[config.mk]
export PLATFORM = sky130hd
export DESIGN_NAME = keyboard_keymap_ctl
export DESIGN_NICKNAME = d
export VERILOG_FILES = /design/src/rtl/keyboard_pkg.sv /design/src/rtl/ps2_seq_fsm.sv /design/src/rtl/keyboard_keymap_ctl.sv
export SDC_FILE = /design/constraint.sdc
export NUM_CORES = 1
export LEC_CHECK = 0
export BUFFER_PORTS_ARGS = -buffer_cell sky130_fd_sc_hd__buf_2
export CAP_MARGIN = 10
export CORE_MARGIN = 4
export CORE_UTILIZATION = 57
export CTS_BUF_LIST = sky130_fd_sc_hd__clkbuf_4 sky130_fd_sc_hd__clkbuf_8 sky130_fd_sc_hd__clkbuf_16
export DETAILED_ROUTE_END_ITERATION = 6
export GPL_TIMING_DRIVEN = 0
export PLACE_DENSITY = 0.79
export SLEW_MARGIN = 20
export SYNTH_ARGS = -nofsm -noshare
export SYNTH_HDL_FRONTEND = slang
export SYNTH_SLANG_ARGS = --single-unit
[constraint.sdc]
create_clock -name clk -period 2.3 [get_ports clk]
set_input_delay 0.115 -clock clk [delete_from_list [all_inputs] [get_ports clk]]
set_output_delay 0.115 -clock clk [all_outputs]
set_load 0.005 [all_outputs]
[src/rtl/keyboard_pkg.sv]
// Shared PS/2 set-2 scan-code constants, decoder state type and common key codes.
// A key code is {extended, code}: bit 8 is set for E0-prefixed keys.
package keyboard_pkg;

   localparam logic [7:0] PS2_EXT        = 8'hE0;
   localparam logic [7:0] PS2_BREAK      = 8'hF0;
   localparam logic [7:0] PS2_PAUSE      = 8'hE1;
   localparam int         PAUSE_TAIL_LEN = 7;

   typedef logic [8:0] keycode_t;

   typedef enum logic [2:0] {
      ST_IDLE,
      ST_EXT,
      ST_BRK,
      ST_EXT_BRK,
      ST_PAUSE_SKIP
   } ps2_state_e;

   localparam keycode_t KEY_W     = 9'h0_1D;
   localparam keycode_t KEY_A     = 9'h0_1C;
   localparam keycode_t KEY_S     = 9'h0_1B;
   localparam keycode_t KEY_D     = 9'h0_23;
   localparam keycode_t KEY_SPACE = 9'h0_29;
   localparam keycode_t KEY_UP    = 9'h1_75;
   localparam keycode_t KEY_DOWN  = 9'h1_72;
   localparam keycode_t KEY_LEFT  = 9'h1_6B;
   localparam keycode_t KEY_RIGHT = 9'h1_74;

endpackage

[src/rtl/ps2_seq_fsm.sv]
// Prefix tracker for the PS/2 byte stream: folds E0/F0 prefixes into one decoded code,
// drops the Pause sequence, and abandons a stalled prefix after TIMEOUT_CYCLES.
module ps2_seq_fsm
   import keyboard_pkg::*;
#(
   parameter int TIMEOUT_CYCLES = 2_000_000
) (
   input  logic       clk,
   input  logic       rst,
   input  logic [7:0] rx_data,
   input  logic       rx_done_tick,
   input  logic       clear_all,
   output logic       code_valid,
   output logic       code_ext,
   output logic       code_break,
   output logic [7:0] code,
   output logic       seq_abort
);

   localparam int CW = (TIMEOUT_CYCLES > 1) ? $clog2(TIMEOUT_CYCLES) : 1;

   ps2_state_e    state_q;
   logic [2:0]    skip_q;
   logic [CW-1:0] cnt_q;
   logic          seq_abort_q;
   logic          byte_en;

   assign byte_en   = rx_done_tick & ~clear_all;
   assign code      = rx_data;
   assign seq_abort = seq_abort_q;

   // The final byte is decoded in its own cycle so the key registers update on the next edge.
   always_comb begin
      code_valid = 1'b0;
      code_ext   = 1'b0;
      code_break = 1'b0;
      if (byte_en) begin
         case (state_q)
            ST_IDLE:    code_valid = (rx_data != PS2_EXT) && (rx_data != PS2_BREAK) &&
                                     (rx_data != PS2_PAUSE);
            ST_EXT: begin
               code_valid = (rx_data != PS2_EXT) && (rx_data != PS2_BREAK);
               code_ext   = 1'b1;
            end
            ST_BRK: begin
               code_valid = 1'b1;
               code_break = 1'b1;
            end
            ST_EXT_BRK: begin
               code_valid = 1'b1;
               code_ext   = 1'b1;
               code_break = 1'b1;
            end
            default: code_valid = 1'b0;
         endcase
      end
   end

   always_ff @(posedge clk) begin
      if (rst) begin
         state_q     <= ST_IDLE;
         skip_q      <= 3'd0;
         cnt_q       <= '0;
         seq_abort_q <= 1'b0;
      end else begin
         seq_abort_q <= 1'b0;
         if (clear_all) begin
            state_q <= ST_IDLE;
            skip_q  <= 3'd0;
            cnt_q   <= '0;
         end else if (rx_done_tick) begin
            cnt_q <= '0;
            case (state_q)
               ST_IDLE: begin
                  if (rx_data == PS2_EXT) begin
                     state_q <= ST_EXT;
                  end else if (rx_data == PS2_BREAK) begin
                     state_q <= ST_BRK;
                  end else if (rx_data == PS2_PAUSE) begin
                     state_q <= ST_PAUSE_SKIP;
                     skip_q  <= 3'(PAUSE_TAIL_LEN);
                  end
               end
               ST_EXT: begin
                  if (rx_data == PS2_BREAK) begin
                     state_q <= ST_EXT_BRK;
                  end else if (rx_data != PS2_EXT) begin
                     state_q <= ST_IDLE;
                  end
               end
               ST_PAUSE_SKIP: begin
                  skip_q <= skip_q - 3'd1;
                  if (skip_q == 3'd1) begin
                     state_q <= ST_IDLE;
                  end
               end
               default: state_q <= ST_IDLE;
            endcase
         end else if (state_q != ST_IDLE) begin
            if (cnt_q == CW'(TIMEOUT_CYCLES - 1)) begin
               state_q     <= ST_IDLE;
               skip_q      <= 3'd0;
               cnt_q       <= '0;
               seq_abort_q <= 1'b1;
            end else begin
               cnt_q <= cnt_q + 1'b1;
            end
         end
      end
   end

endmodule

[src/rtl/keyboard_keymap_ctl.sv]
// PS/2 set-2 decoder top: matches decoded codes against the key table and keeps
// per-key held levels plus one-cycle press/release pulses.
module keyboard_keymap_ctl
   import keyboard_pkg::*;
#(
   parameter int                      NUM_KEYS       = 4,
   parameter logic [NUM_KEYS*9-1:0]   KEY_CODES      = {9'h1_6B, 9'h0_23, 9'h0_1C, 9'h0_1D},
   parameter int                      TIMEOUT_CYCLES = 2_000_000
) (
   input  logic                clk,
   input  logic                rst,
   input  logic [7:0]          rx_data,
   input  logic                rx_done_tick,
   input  logic                clear_all,
   output logic [NUM_KEYS-1:0] key_held,
   output logic [NUM_KEYS-1:0] key_press,
   output logic [NUM_KEYS-1:0] key_release,
   output logic                seq_abort
);

   logic                code_valid;
   logic                code_ext;
   logic                code_break;
   logic [7:0]          code;
   logic [NUM_KEYS-1:0] key_hit;
   logic [NUM_KEYS-1:0] held_q, held_d;
   logic [NUM_KEYS-1:0] press_q, press_d;
   logic [NUM_KEYS-1:0] release_q, release_d;

   ps2_seq_fsm #(
      .TIMEOUT_CYCLES(TIMEOUT_CYCLES)
   ) u_seq (
      .clk         (clk),
      .rst         (rst),
      .rx_data     (rx_data),
      .rx_done_tick(rx_done_tick),
      .clear_all   (clear_all),
      .code_valid  (code_valid),
      .code_ext    (code_ext),
      .code_break  (code_break),
      .code        (code),
      .seq_abort   (seq_abort)
   );

   // Duplicate table entries simply hit together.
   for (genvar gi = 0; gi < NUM_KEYS; gi++) begin : g_match
      assign key_hit[gi] = code_valid && (KEY_CODES[gi*9 +: 9] == {code_ext, code});
   end

   always_comb begin
      held_d    = held_q;
      press_d   = '0;
      release_d = '0;
      if (clear_all) begin
         held_d    = '0;
         release_d = held_q;
      end else if (code_break) begin
         held_d    = held_q & ~key_hit;
         release_d = held_q & key_hit;
      end else begin
         held_d  = held_q | key_hit;
         press_d = key_hit & ~held_q;
      end
   end

   always_ff @(posedge clk) begin
      if (rst) begin
         held_q    <= '0;
         press_q   <= '0;
         release_q <= '0;
      end else begin
         held_q    <= held_d;
         press_q   <= press_d;
         release_q <= release_d;
      end
   end

   assign key_held    = held_q;
   assign key_press   = press_q;
   assign key_release = release_q;

endmodule

==> results of run 1 <==
## area by class of cell
cell class,instances,area share
plain buffers,12,0.0333
clock buffers,6,0.0228
clock inverters,2,0.00444
inverters,9,0.0150
multi-input cells,167,0.490
flip-flops and latches,40,0.356
well taps,46,0.0256
repair buffers,23,0.0533
## report_power, final
group          internal [W]  total [W]  switching [W]
clock              0.000146   0.000378       0.000232
combinational     0.0000215  0.0000555      0.0000340
sequential         0.000693   0.000693    0.000000140
## sequential cells by signal, indices dropped and copies added (netlist names), named ones only
signal / count
u_seq.seq_abort: 1
key_press: 4
u_seq.cnt_q: 21
u_seq.state_q: 3
key_release: 4
u_seq.skip_q: 3
## through the flow
stage	hold WS [ns]	instances	util	worst slack [ns]
3_5_place_dp	0.356	296	0.648	0.285
6_report	0.0860	305	0.670	0.278
5_1_grt	0.109	305	0.670	0.101
4_1_cts	0.0927	305	0.670	0.260
3_3_place_gp	0.354	296	0.648	0.281
2_1_floorplan	0.191	228	-	0.587
## cell usage in the layout (no fill, tap or decap), types with 6 or more instances in the layout
cell	count
nand3_1	7
nor3_1	10
nand4_1	12
nor2_1	18
xnor2_1	6
o31ai_1	12
dfxtp_1	40
inv_1	9
buf_2	24
nand2_1	14
a21oi_1	12
or4_1	8
## worst reg2reg max path, delay by kind of cell (launching register included)
| family | cells | cell delay (ns) |
|---|---|---|
| buf+inv | 2 | 0.45 |
| flops | 1 | 0.40 |
| compound gates | 2 | 0.52 |
| fa+ha+maj | 1 | 0.23 |
| simple gates | 2 | 0.32 |
## logic make-up (layout without fill, tap and decap cells)
kind of cell               Yosys count  in the layout  synth area share
AOI/OAI and AO/OA                   46             46             0.162
xor gates and xnor gates            11             11            0.0479
adders and majority gates            3              3            0.0186
buffers and inverters               21             52            0.0541
DFF                                 40             40             0.398
muxes                                2              2           0.00994
and+or+nand+nor                    105            105             0.310
## metal layers
| layer | share of wire | global-route usage | routed length [um] |
|---|---|---|---|
| met4 | 0.025 | 0.0861 | 110 |
| met1 | 0.45 | 0.245 | 1940 |
| met3 | 0.060 | 0.0433 | 261 |
| met5 | 0 | 0 | 0 |
| met2 | 0.47 | 0.363 | 2040 |
## path summary, 6_finish.rpt
kind,cells after the start,slack [ns],start,to
max,7,0.28,u_seq.cnt_q[0]$_SDFFE_PP0P_,u_seq.cnt_q[0]$_SDFFE_PP0P_
min,3,0.09,rx_data[4],u_seq.state_q[1]$_SDFFE_PP0P_
max reg2reg,7,0.28,u_seq.cnt_q[0]$_SDFFE_PP0P_,u_seq.cnt_q[0]$_SDFFE_PP0P_
min reg2reg,1,0.48,register,key_press[0]$_SDFF_PP0_
## timing repair
| action | in CTS | in global routing |
|---|---|---|
| buffers inserted | 0 | 0 |
| endpoints found under the hold margin | 1 | 0 |
| gates resized for setup | 0 | 0 |
| hold buffers | 1 | 0 |
==> impl_metrics.toml, run 1 <==
[timing]
tightest_slew_ns = 0.598
rsz0062_at_grt = "no"
setup_viol = 0
fin_tns_setup_ns = 0
drv_slew = 0
clock.fmax_mhz = 494
slew_headroom = 0.598
finClkSkew_ns = 0.00555
post-route-min-period_ns = 2.02
fin_crit_sh = 0.879
finalHoldViolCount = 0

[critical_path]
path_buf_inv = 2
crit_required_ns = 2.55
critical_path_class = "reg -> reg"
crit_family = "compound AO/OA/AOI/OAI gates"
cp-end-kind = "register"
crit_slowest_cell = "dfxtp_1"
path_cells = "ha_1 -> o311ai_2 -> or2_1 -> buf_6 -> o21bai_2 -> buf_2 -> nor2_1"
startpoint_type = "register"
cp_slowest_stage_delay_ns = 0.40
crit_fanout = 10
worstPathArrival_ns = 2.27

[clock_tree]
clock_path_buffers = 2
cts_buffers = 5
cts_tree = "yes"
clkTransAtPathRegs_ns = 0.12
htreeDepth = 2
clock_latency_ns = 0.35
clock-sinks = 40
cts_root_buf = "clkbuf_4"

[final_layout]
stdcell_area_um2 = 2250
synthToLayoutAreaGrowth_pct = 11.9
drive_above_1_share = 0.178
diodes = 0
register_area_um2 = 801
nNetsFinal = 273
multi_input_area_um2 = 1100
fill_cells = 316

[synth]
synth_fp_nets = 243
seq_area_frac_synth = 0.398
synthFlopType = "dfxtp_1"
synth.area.top_cells = "dfxtp_1 40%, o31ai_1 4.5%, nand4_1 3.7%"
yosysWarnings = 0
synth.avg_cell_area_um2 = 8.83
synth_top_area_cell = "dfxtp_1"
netlist.area_leader.share = 0.398
synthTopCellsByCount = "40 x dfxtp_1, 18 x nor2_1, 14 x nand2_1"
ys_ff_latch = 40
async_flop_share = 0
synthesis.area_um2 = 2010
synth-edff-count = 0
synthCells = 228
synth_most_common_cell = "dfxtp_1"
synth_cell_type_count = 47

[die]
die_area_um2 = 4550
fp-row-count = 21
core-area_um2 = 3360
die_w_um = 67.4
start_util = 0.599
io_pins = 25
dieHeight_um = 67.4

[place]
io_buffers = 22
place_congestion = 0.808
hpwlAfterDp_mm = 3.11
dpl_cell_area_um2 = 2180

[drt]
wirelength_mm = 4.36
firstDrtPassIters = 4
vias_per_cell = 6.00
wl_per_cell_um = 14.3
antenna_left = 0
vias = 1831
drc_errors = 0
drtIter0Drc = 153

[global_route]
antenna_found_initial = 0
grt_overflow = 0
grt_max_degree = 13
grt_pass1_wl_mm = 7.20
grt_util_all_layers = 0.208
grt_pass1_vias = 1620

[power]
ir_drop_mv = 0.394
power.total_w = 0.00113
power_per_cell_area_nw_per_um2 = 500
leakage_nw = 0.796

[run]
drv_cap = 0

[min_path]
hold_class = "in -> reg"

[run_status]
status = "finished clean"
(Power assumes the default switching activity.)
==> run 2, diff against run 1 <==
- PLACE_DENSITY: 0.79 -> 0.78
- SYNTH_HIERARCHICAL: default -> 1
==> run 2 against run 1 <==
Flip-flop and latch count unchanged. Setup slack gained 0.046 ns. Synthesized cell count did not move. Global-route usage decreased by 4.4 points. Total power grew 2.8%. Critical path type unchanged. Critical endpoint is now key_press[1]$_SDFF_PP0_. Largest power group unchanged.
==> impl_metrics.toml, run 2 <==
[global_route]
grt_overflow = 0
grt_util_all_layers = 0.164
grt_max_degree = 12
grt_pass1_wl_mm = 5.86
antenna_found_initial = 0
grt_pass1_vias = 1393

[clock_tree]
ctsResizeCount = 0
htreeDepth = 2
clock_latency_ns = 0.33
cts_buffers = 5
clock_path_buffers = 2
cts_tree = "yes"
clock-sinks = 40
cts_root_buf = "clkbuf_4"
clkTransAtPathRegs_ns = 0.11

[critical_path]
reg2reg_to = "key_press[1]$_SDFF_PP0_"
critical_path_class = "reg -> reg"
reg2reg_from = "u_seq/state_q[2]$_SDFFE_PP0P_"
rr_worst_depth = 7
crit_required_ns = 2.56
worstPathArrival_ns = 2.24
startpoint_type = "register"
cp-end-kind = "register"
crit_fanout = 10
reg2reg_slack_ns = 0.32

[synth]
synth.area.top_cells = "dfxtp_1 39%, xor2_1 5.2%, nor2_1 5.0%"
synth_fp_nets = 243
ys_ff_latch = 40
netlist.area_leader.share = 0.393
synthesis.area_um2 = 2040
synth.avg_cell_area_um2 = 8.94
synthCells = 228
synthFlopType = "dfxtp_1"
synth_top_area_cell = "dfxtp_1"
synthTopCellsByCount = "40 x dfxtp_1, 27 x nor2_1, 22 x nand2_1"
synth_most_common_cell = "dfxtp_1"
yosysWarnings = 6
async_flop_share = 0
seq_area_frac_synth = 0.393
synth-edff-count = 0
synth_cell_type_count = 49

[timing]
drv_slew = 0
finClkSkew_ns = 0.00323
post-route-min-period_ns = 1.98
fin_tns_setup_ns = 0
fin_crit_sh = 0.859
setup_viol = 0
tightest_slew_ns = 0.546
layout_setup_ws_ns = 0.324
clock.fmax_mhz = 506
slew_headroom = 0.634
finalHoldViolCount = 0
rsz0062_at_grt = "no"

[power]
leakage_nw = 0.936
ir_drop_mv = 0.451
power_per_cell_area_nw_per_um2 = 505

[drt]
drtIter0Drc = 140
vias_per_cell = 5.42
vias = 1665
wl_per_cell_um = 11.8
wirelength_mm = 3.62
firstDrtPassIters = 4
antenna_left = 0
drc_errors = 0

[place]
preCtsSetupSlack_ns = 0.365
io_buffers = 24
placed_cells = 298
hpwlAfterDp_mm = 2.73
place_congestion = 0.818

[run_status]
status = "finished clean"

[die]
start_util = 0.602
die_area_um2 = 4600
fp-row-count = 21
core-area_um2 = 3390
dieHeight_um = 67.8
io_pins = 25
die_w_um = 67.8

[min_path]
holdPathStages = 2
hold_class = "in -> reg"
min_to = "u_seq/seq_abort$_SDFF_PP0_"
hold_path.startpoint = "rst"

[run]
drv_cap = 0

[final_layout]
diodes = 0
final_common_cell = "dfxtp_1"
nNetsFinal = 275
largest_reg_flops = 21
synthToLayoutAreaGrowth_pct = 12.5
final_cell_mix = "40 x dfxtp_1, 27 x nor2_1, 24 x buf_2"
top_register = "u_seq/cnt_q"
drive_above_1_share = 0.226
finalNonFillerCells = 307
## run 2: worst max-delay path, stage by stage, from the launching register on
cell and delay (ns):
dfxtp_1 0.39, clkbuf_1 0.34, nand2b_1 0.18, nor2_1 0.06, and2_2 0.19, or3_1 0.36
clkbuf_1 0.19, nor3_1 0.19
## run 2: area by class of cell
type	count	area (um^2)
Timing Repair Buffer	25	130
Sequential cell	40	801
Tap cell	46	57.6
Fill cell	278	1100
Inverter	7	26.3
Buffer	16	124
Clock buffer	8	66.3
Multi-Input combinational cell	165	1090
## run 2: worst max-delay path by stage
stage | startpoint | to | slack (ns) | cells after the start
3_5_place_dp | u_seq/state_q[2]$_SDFFE_PP0P_ | key_press[2]$_SDFF_PP0_ | 0.37 | 7
6_report | u_seq/state_q[2]$_SDFFE_PP0P_ | key_press[1]$_SDFF_PP0_ | 0.32 | 7
3_3_place_gp | u_seq/state_q[2]$_SDFFE_PP0P_ | key_press[2]$_SDFF_PP0_ | 0.34 | 7
4_1_cts | u_seq/state_q[2]$_SDFFE_PP0P_ | key_press[2]$_SDFF_PP0_ | 0.33 | 7
5_1_grt | u_seq/state_q[2]$_SDFFE_PP0P_ | key_press[3]$_SDFF_PP0_ | 0.16 | 7
2_1_floorplan | u_seq/state_q[2]$_SDFFE_PP0P_ | key_press[2]$_SDFF_PP0_ | 0.58 | 7
## run 2: per-layer routing
metal  GRT usage  vias to the layer above  part of all wire
met3      0.0394                        5             0.055
met2       0.264                       41              0.47
li1            -                      860                 -
met5           0                        -                 0
met1       0.217                      759              0.46
met4      0.0521                        0             0.011
## run 2: cells by family (layout without fill, tap and decap cells)
group | after synthesis | after routing | share of synthesized area
simple gates | 117 | 117 | 0.329
flops | 40 | 40 | 0.393
buf+inv | 23 | 56 | 0.0736
compound gates | 20 | 20 | 0.0755
xor+xnor | 20 | 20 | 0.0859
mux | 5 | 5 | 0.0245
fa+ha+maj | 3 | 3 | 0.0184
## run 2: stage by stage
stage	total power, W	hold WS (ns)	instance area, um^2	utilization
2_1_floorplan	0.000761	0.191	2040	-
3_3_place_gp	0.000786	0.362	2220	0.654
3_5_place_dp	0.000786	0.358	2220	0.654
4_1_cts	0.00118	0.0120	2290	0.677
5_1_grt	0.00121	0.0156	2290	0.677
6_report	0.00116	0.0271	2290	0.677
## run 2: repair_timing
item                       4_1_cts  5_1_grt
hold buffers                     1        0
setup endpoints to repair        0        0
buffers inserted                 0        0
hold endpoints to repair         1        0
## run 2: power breakdown
part	leakage (nW)	total [W]	internal (W)	switching, W
Combinational	0.574	0.0000767	0.0000352	0.0000415
Sequential	0.322	0.000695	0.000694	0.00000134
Clock	0.0394	0.000385	0.000175	0.000211
Total	0.936	0.00116	0.000904	0.000253
==> run 3, diff against run 2 <==
==> constraint.sdc (replaced) <==
create_clock -name clk -period 2.3 [get_ports clk]
set_input_delay 0.23 -clock clk [delete_from_list [all_inputs] [get_ports clk]]
set_output_delay 0.23 -clock clk [all_outputs]
set_load 0.005 [all_outputs]
==> run 3 against run 2 <==
Final cell count down 0.33%. Largest cell class unchanged. Clock skew down 0.00077 ns. Sequential power about the same. Critical endpoint unchanged. Die area unchanged.
==> impl_metrics.toml, run 3 (same netlist as run 2, synthesis figures left out) <==
[final_layout]
final_cell_mix = "40 x dfxtp_1, 27 x nor2_1, 24 x buf_2"
multi_input_area_um2 = 1090
final_common_cell = "dfxtp_1"
nNetsFinal = 274
top_register = "u_seq/cnt_q"
diodes = 0
fill_cells = 280
drive_above_1_share = 0.227
register_area_um2 = 801
utilization = 0.674
largest_reg_flops = 21
synthToLayoutAreaGrowth_pct = 12.0

[die]
die_area_um2 = 4600
io_pins = 25
die_w_um = 67.8
fp-row-count = 21
dieHeight_um = 67.8
start_util = 0.602
core-area_um2 = 3390

[clock_tree]
htreeDepth = 2
clock_latency_ns = 0.33
clock-sinks = 40
clock_path_buffers = 2
cts_root_buf = "clkbuf_4"
cts_buffers = 5
ctsResizeCount = 0
post_cts_buffers = 0
cts-hold-fix-buffers = 0
cts_tree = "yes"
clkTransAtPathRegs_ns = 0.11

[power]
p_switching_w = 0.000255
comb_power_share = 0.065
ir_drop_mv = 0.450
internal_power_w = 0.000903
leakage_nw = 0.932
pwr-share-clk = 0.334
p_sw_frac = 0.220
power.share.sequential = 0.601
power_per_cell_area_nw_per_um2 = 507

[place]
place_congestion = 0.818
hpwlAfterDp_mm = 2.73
io_buffers = 24
preCtsSetupSlack_ns = 0.365

[timing]
tightest_slew_ns = 0.555
rsz0062_at_grt = "no"
clock.fmax_mhz = 505
fin_crit_sh = 0.861
drv_slew = 0
slew_headroom = 0.629
post-route-min-period_ns = 1.98
finClkSkew_ns = 0.00246
layout_setup_ws_ns = 0.319
setup_viol = 0
finalHoldViolCount = 0
fin_tns_setup_ns = 0

[critical_path]
critical_path_class = "reg -> reg"
worstPathArrival_ns = 2.25
crit_required_ns = 2.56
startpoint_type = "register"
path_cells = "clkbuf_1 -> nand2b_1 -> nor2_1 -> and2_2 -> or3_1 -> clkbuf_1 -> nor3_1"
critPathLaunch = "u_seq/state_q[2]$_SDFFE_PP0P_"
cpMostUsedCell = "clkbuf_1"
crit_slowest_cell = "dfxtp_1"
reg2reg_slack_ns = 0.32
reg2reg_from = "u_seq/state_q[2]$_SDFFE_PP0P_"
crit_fanout = 10
cp-end-kind = "register"
cp_slowest_stage_delay_ns = 0.39

[global_route]
use_met2 = 0.261
grt_pass1_vias = 1383
antenna_found_initial = 0
met1_usage = 0.216
use_met3 = 0.0394
grt_pass1_wl_mm = 5.82
grt_util_all_layers = 0.163
grt_max_degree = 12
grt_overflow = 0
grt_busiest_layer = "met2"

[drt]
vias_per_cell = 5.42
firstDrtPassIters = 4
wirelength_mm = 3.59
vias = 1660
wl_per_cell_um = 11.7
antenna_left = 0
drtIter0Drc = 138
drc_errors = 0

[run]
drv_cap = 0

[run_status]
status = "finished clean"

[min_path]
hold_class = "in -> reg"
hold_path.startpoint = "rx_done_tick"
==> run 3: area by class of cell <==
type / count / share of cell area
plain buffers: 16 / 0.0542
clock buffers: 8 / 0.0290
inverters: 7 / 0.0115
multi-input cells: 165 / 0.477
flip-flops and latches: 40 / 0.351
well taps: 46 / 0.0252
repair buffers: 24 / 0.0526
==> run 3: metal layers <==
metal,up-vias,wire [um]
li1,858,-
met1,756,1670
met2,41,1680
met3,5,205
met4,0,38
met5,-,0
==> run 3: per-stage QoR <==
stage	hold WS [ns]	total power, W	instance area, um^2	instances
2_1_floorplan	0.306	0.000761	2040	228
3_3_place_gp	0.477	0.000786	2220	298
3_5_place_dp	0.473	0.000786	2220	298
4_1_cts	0.107	0.00117	2280	306
5_1_grt	0.106	0.00121	2280	306
6_report	0.116	0.00116	2280	306
==> run 3: worst paths after layout <==
| check | end | cells after the start |
|---|---|---|
| max | key_press[1]$_SDFF_PP0_ | 7 |
| max reg2reg | key_press[1]$_SDFF_PP0_ | 7 |
| min reg2reg | key_press[2]$_SDFF_PP0_ | 1 |
| min | u_seq/seq_abort$_SDFF_PP0_ | 2 |
==> run 3: power groups by stage <==
stage	Sequential [W]	Combinational, W	Clock [W]
3_3_place_gp	0.000711	0.0000750	0
4_1_cts	0.000695	0.0000755	0.000403
5_1_grt	0.000696	0.0000827	0.000430
2_1_floorplan	0.000711	0.0000502	0
6_report	0.000695	0.0000755	0.000387
3_5_place_dp	0.000711	0.0000752	0
==> run 3: critical path, delay by kind of cell, from the launching register on <==
family                 cells  cell delay, ns
DFF                        1            0.39
and+or+nand+nor            5            0.98
buffers and inverters      2            0.54
